[src/rtl/booth_pp_accumulator.sv]
// Radix-4 Booth back end: sums WIDTH/2 signed partial products, each weighted
// by 4^i, into a 2*WIDTH-bit product presented on a valid/ready port.
module booth_pp_accumulator #(
  parameter int WIDTH = 16
) (
  input  logic               clk,
  input  logic               rst,
  input  logic               pp_valid,
  output logic               pp_ready,
  input  logic [WIDTH:0]     pp_data,
  input  logic               pp_last,
  output logic               prod_valid,
  input  logic               prod_ready,
  output logic [2*WIDTH-1:0] prod_data,
  output logic               seq_err
);

  localparam int NUM_PP = WIDTH / 2;
  localparam int CW     = (NUM_PP > 2) ? $clog2(NUM_PP) : 1;

  typedef enum logic {
    ACCUM = 1'b0,
    DONE  = 1'b1
  } state_t;

  state_t              r_state;
  logic [CW-1:0]       r_count;
  logic [2*WIDTH-1:0]  r_acc;
  logic [2*WIDTH-1:0]  r_prod_data;
  logic                r_prod_valid;
  logic                r_seq_err;

  logic [2*WIDTH-1:0]  w_pp_ext;
  logic [2*WIDTH-1:0]  w_pp_weighted;
  logic [2*WIDTH-1:0]  w_sum;
  logic                w_last_digit;

  // Digit i carries weight 4^i, i.e. a left shift by 2*count.
  assign w_pp_ext      = {{(WIDTH-1){pp_data[WIDTH]}}, pp_data};
  assign w_pp_weighted = w_pp_ext << {r_count, 1'b0};
  assign w_sum         = r_acc + w_pp_weighted;
  assign w_last_digit  = (r_count == CW'(NUM_PP - 1));

  assign pp_ready   = (r_state == ACCUM);
  assign prod_valid = r_prod_valid;
  assign prod_data  = r_prod_data;
  assign seq_err    = r_seq_err;

  always_ff @(posedge clk or posedge rst) begin
    if (rst) begin
      r_state      <= ACCUM;
      r_count      <= '0;
      r_acc        <= '0;
      r_prod_data  <= '0;
      r_prod_valid <= 1'b0;
      r_seq_err    <= 1'b0;
    end else begin
      case (r_state)
        ACCUM: begin
          if (pp_valid) begin
            r_acc <= w_sum;
            // Framing is by count; pp_last only flags a disagreement.
            if (pp_last != w_last_digit) begin
              r_seq_err <= 1'b1;
            end
            if (w_last_digit) begin
              r_prod_data  <= w_sum;
              r_prod_valid <= 1'b1;
              r_count      <= '0;
              r_state      <= DONE;
            end else begin
              r_count <= r_count + 1'b1;
            end
          end
        end
        DONE: begin
          if (prod_ready) begin
            r_prod_valid <= 1'b0;
            r_acc        <= '0;
            r_state      <= ACCUM;
          end
        end
        default: r_state <= ACCUM;
      endcase
    end
  end

endmodule

[config.mk]
export PLATFORM = sky130hd
export DESIGN_NAME = booth_pp_accumulator
export DESIGN_NICKNAME = d
export VERILOG_FILES = /design/src/rtl/booth_pp_accumulator.sv
export SDC_FILE = /design/constraint.sdc
export NUM_CORES = 1
export LEC_CHECK = 0
export ABC_CLOCK_PERIOD_IN_PS = 5100
export BUFFER_PORTS_ARGS = -buffer_cell sky130_fd_sc_hd__buf_4
export CAP_MARGIN = 25
export CORE_UTILIZATION = 47
export CTS_CLUSTER_DIAMETER = 50
export DETAILED_ROUTE_END_ITERATION = 12
export GPL_TIMING_DRIVEN = 0
export PLACE_DENSITY = 0.66
export REMOVE_ABC_BUFFERS = 1
export SLEW_MARGIN = 10
export SYNTH_ARGS = -nofsm -noshare
export SYNTH_HDL_FRONTEND = slang
export SYNTH_SLANG_ARGS = --single-unit
export TNS_END_PERCENT = 5
[constraint.sdc]
create_clock -name clk -period 5.1 [get_ports clk]
set_input_delay 0.255 -clock clk [delete_from_list [all_inputs] [get_ports clk]]
set_output_delay 0.255 -clock clk [all_outputs]
set_load 0.01 [all_outputs]
==> results_dict.tcl <==
set metrics [dict create \
    total_nets_final 649 \
    drtIter0Drc 170 \
    regToRegSetupSlack_ns 1.09 \
    post_synth_most_frequent_cells "nand2_1, dfrtp_1, o21ai_0" \
    cell_by_cell_listing_of_the_critical_path "buf_16 > mux2_2 > o21ai_0 > o22ai_1 > ha_1 > a211oi_2 > o211ai_1 > o211ai_1 > a2bb2oi_1 > a41oi_4 > a2111oi_4 > or4_1 > nand3_1" \
    timing_max_transition_violations_final 0 \
    total_count_of_hold_check_failures_in_the_final_report 0 \
    arrival_ns 4.23 \
    instances_no_fill 732 \
    crit_end "prod_data[28]$_DFFE_PP0P_" \
    unrepaired_setup_endpoints_after_global_routing "no" \
    run_status "complete, no violations" \
    post_synthesis_sequential_element_count 70 \
    fp.dieH_microns 104.9 \
    global_router_s_overall_resource_usage 0.2249 \
    timing.slew.headroom 0.4757 \
    grt_first_pass_wirelength_mm 19.85 \
    wl_per_cell_microns 16.17 \
    synth-edff-count 0 \
    ir_worst_vdd_uv 396.8 \
    die-area_sq_mm 0.01101 \
    post_synth_xor_area_fraction 0.04850 \
    postCtsResizedCells 0 \
    min-delay-path-class "in -> reg" \
    worstRegToRegCells 13 \
    cts_post_setup_buffers_inserted 0 \
    cpLargestDelayFamily "compound AO/OA/AOI/OAI gates" \
    synth-warning-count 0 \
    synthMuxAreaShare 0.08369 \
    total_leakage_power_nw 2.693 \
    clock_tree.buffer_depth 2 \
    timing.critical_path.buf_inv 1 \
    numCtsBuffers 9 \
    port-buffer-count 56 \
    highest_signal_layer "met4" \
    critPathLaunchType "flop" \
    clkSlewWorstSetupHoldPaths_ns 0.07 \
    cts_tree "yes" \
    synth.yosys.seq_area_share 0.3518 \
    synth_area_leader_cell "dfrtp_1" \
    r2r-start "r_count[1]$_DFFE_PP0P_" \
    worst_pin_slew_ns 0.7846 \
    initial_core_util 0.4844 \
    layout-area-overhead-vs-synth_pct 16.03 \
    timing.max_cap.violations 0 \
    min_period_over_period 0.7854 \
    floorplan.core_area_sq_mm 0.01028 \
    timing.critical_path.fanout_max 22 \
    finalPower_mw 4.722 \
    globalplace.congestion 0.9032 \
    clock_sink_count 70 \
    final_critical_path_setup_slack_ns 1.095 \
    fin_skew_ns 0.009467 \
    ios 57 \
    rows 37 \
    synth_largest_type_area_fraction 0.3518 \
    timing.final.setup_violations 0 \
    synth.most_common_cell "nand2_1" \
    grt_max_degree 39 \
    worst_skew_pair.late_latency_ns 0.35 \
    main_combinational_cell_family_by_area_after_synthesis "compound AO/OA/AOI/OAI gates" \
    num_antenna_cells 0 \
    worst_slack_after_detailed_placement_ns 0.8135 \
    vias 4198 \
    cp_num_cells 13 \
    drive_gt1_frac 0.1963 \
    routed-wl-met3_microns 390 \
    syn-mean-instance-area_sq_um 9.102 \
    yosys.area_share.simple 0.1475 \
    first_global_vias 4146 \
    drt-total-wl_mm 11.84 \
    maxClockFrequency_ghz 0.2497 \
    setup-tns-final_ns 0 \
    worst-setup-path-type "reg -> reg" \
    wirelength_met1_mm 5.455 \
    ctsHoldBuffers 1 \
    root_buffer "clkbuf_8" \
    critical_path_required_ns 5.33 \
    cpMaxStageDelayCell "dfrtp_1" \
    ys_top_cells_by_area "dfrtp_1, ha_1, nand2_1" \
    ys_async_sr_fraction 1.000 \
    synthAdderAreaFrac 0.08696 \
    max_stage_delay_ns 0.67 \
    detailedPlacementHpwl_mm 9.050 \
    routed_wire_length_on_met2_mm 5.715 \
    synth_cells 547 \
    ant_nets 0 \
    synth_compound_gate_area_share 0.2470 \
    route.detailed.vias_per_inst 5.735 \
    power.density_mw_per_mm2 817.4 \
    layout_min_cycle_time_ns 4.005 \
    worstReg2RegEnd "prod_data[28]$_DFFE_PP0P_" \
    clock_tree.htree_level_count 3 \
    detail_route.drc_violations 0 \
    gr-total-overflow 0 \
    critical_path.endpoint_type "flop" \
    drt-pass1-iter-count 4 \
    grt_antenna_before_repair 0 \
    synth.lib_cells_used.distinct 65 \
    path_common_cell "o211ai_1" \
    cp-startpoint "r_count[1]$_DFFE_PP0P_" \
    ys.flop_type "dfrtp_1" \
    synthesis.area_sq_mm 0.004979 \
    post-place-cells 714 \
    dieWidth_microns 104.9 \
]
cell families (layout without fill, tap and decap cells):
group / count (synthesis) / in the layout
AO/OA/AOI/OAI: 180 / 180
XOR/XNOR: 26 / 26
adder cells (fa/ha/maj): 34 / 34
buffers and inverters: 39 / 88
flip-flops: 70 / 70
multiplexers: 39 / 39
AND/OR/NAND/NOR: 159 / 159
cells in the final DEF, fill, tap and decap left out, types with 13 or more instances in the layout:
master,count
a21o_1,15
a21oi_1,28
buf_4,56
dfrtp_1,70
ha_1,33
mux2_2,21
mux2i_1,18
nand2_1,82
nand3_1,13
nor2_1,19
o21ai_0,62
xnor2_1,14
layer usage:
layer  track usage  vias up
met5             0        -
met4       0.09658        0
met3       0.03431       21
met2        0.3751       75
met1        0.2894     2007
li1              -     2095
stage by stage:
step / instance area [sq um] / hold slack (ns) / util
4_1_cts: 5697 / 0.1095 / 0.5543
2_1_floorplan: 4845 / 0.3514 / -
5_1_grt: 5777 / 0.1355 / 0.5621
6_report: 5777 / 0.1247 / 0.5621
3_5_place_dp: 5532 / 0.2973 / 0.5382
3_3_place_gp: 5435 / 0.4444 / 0.5289
final cells by class:
cell class,instances,area (sq um)
Timing Repair Buffer,64,588.1
Sequential cell,70,1752
Clock inverter,2,10.01
Inverter,10,40.04
Clock buffer,12,145.1
Multi-Input combinational cell,438,3072
Fill cell,964,4501
Tap cell,136,170.2
where the power goes:
group	internal, mW	switching [mW]	total [mW]	leakage (nW)
combinational	1.48	1.85	3.33	1.74
sequential	0.826	0.183	1.01	0.871
clock	0.183	0.197	0.380	0.0821
total	2.49	2.23	4.72	2.69
state kept, by name (all words and copies together), names as in the netlist:
register / count
prod_valid: 1
prod_data: 32
seq_err: 1
r_state: 1
r_acc: 32
r_count: 3
worst min-delay path by stage:
stage / endpoint / depth (start not counted) / slack [ns] / from
6_report: r_state$_DFF_PP0_ / 2 / 0.12 / prod_ready
5_1_grt: r_state$_DFF_PP0_ / 2 / 0.14 / prod_ready
4_1_cts: r_state$_DFF_PP0_ / 2 / 0.11 / prod_ready
3_5_place_dp: r_state$_DFF_PP0_ / 2 / 0.30 / rst
3_3_place_gp: seq_err$_DFFE_PP0P_ / 1 / 0.44 / seq_err$_DFFE_PP0P_
2_1_floorplan: r_state$_DFF_PP0_ / 1 / 0.35 / prod_ready
Note: power is estimated with default switching activity, not from simulation.
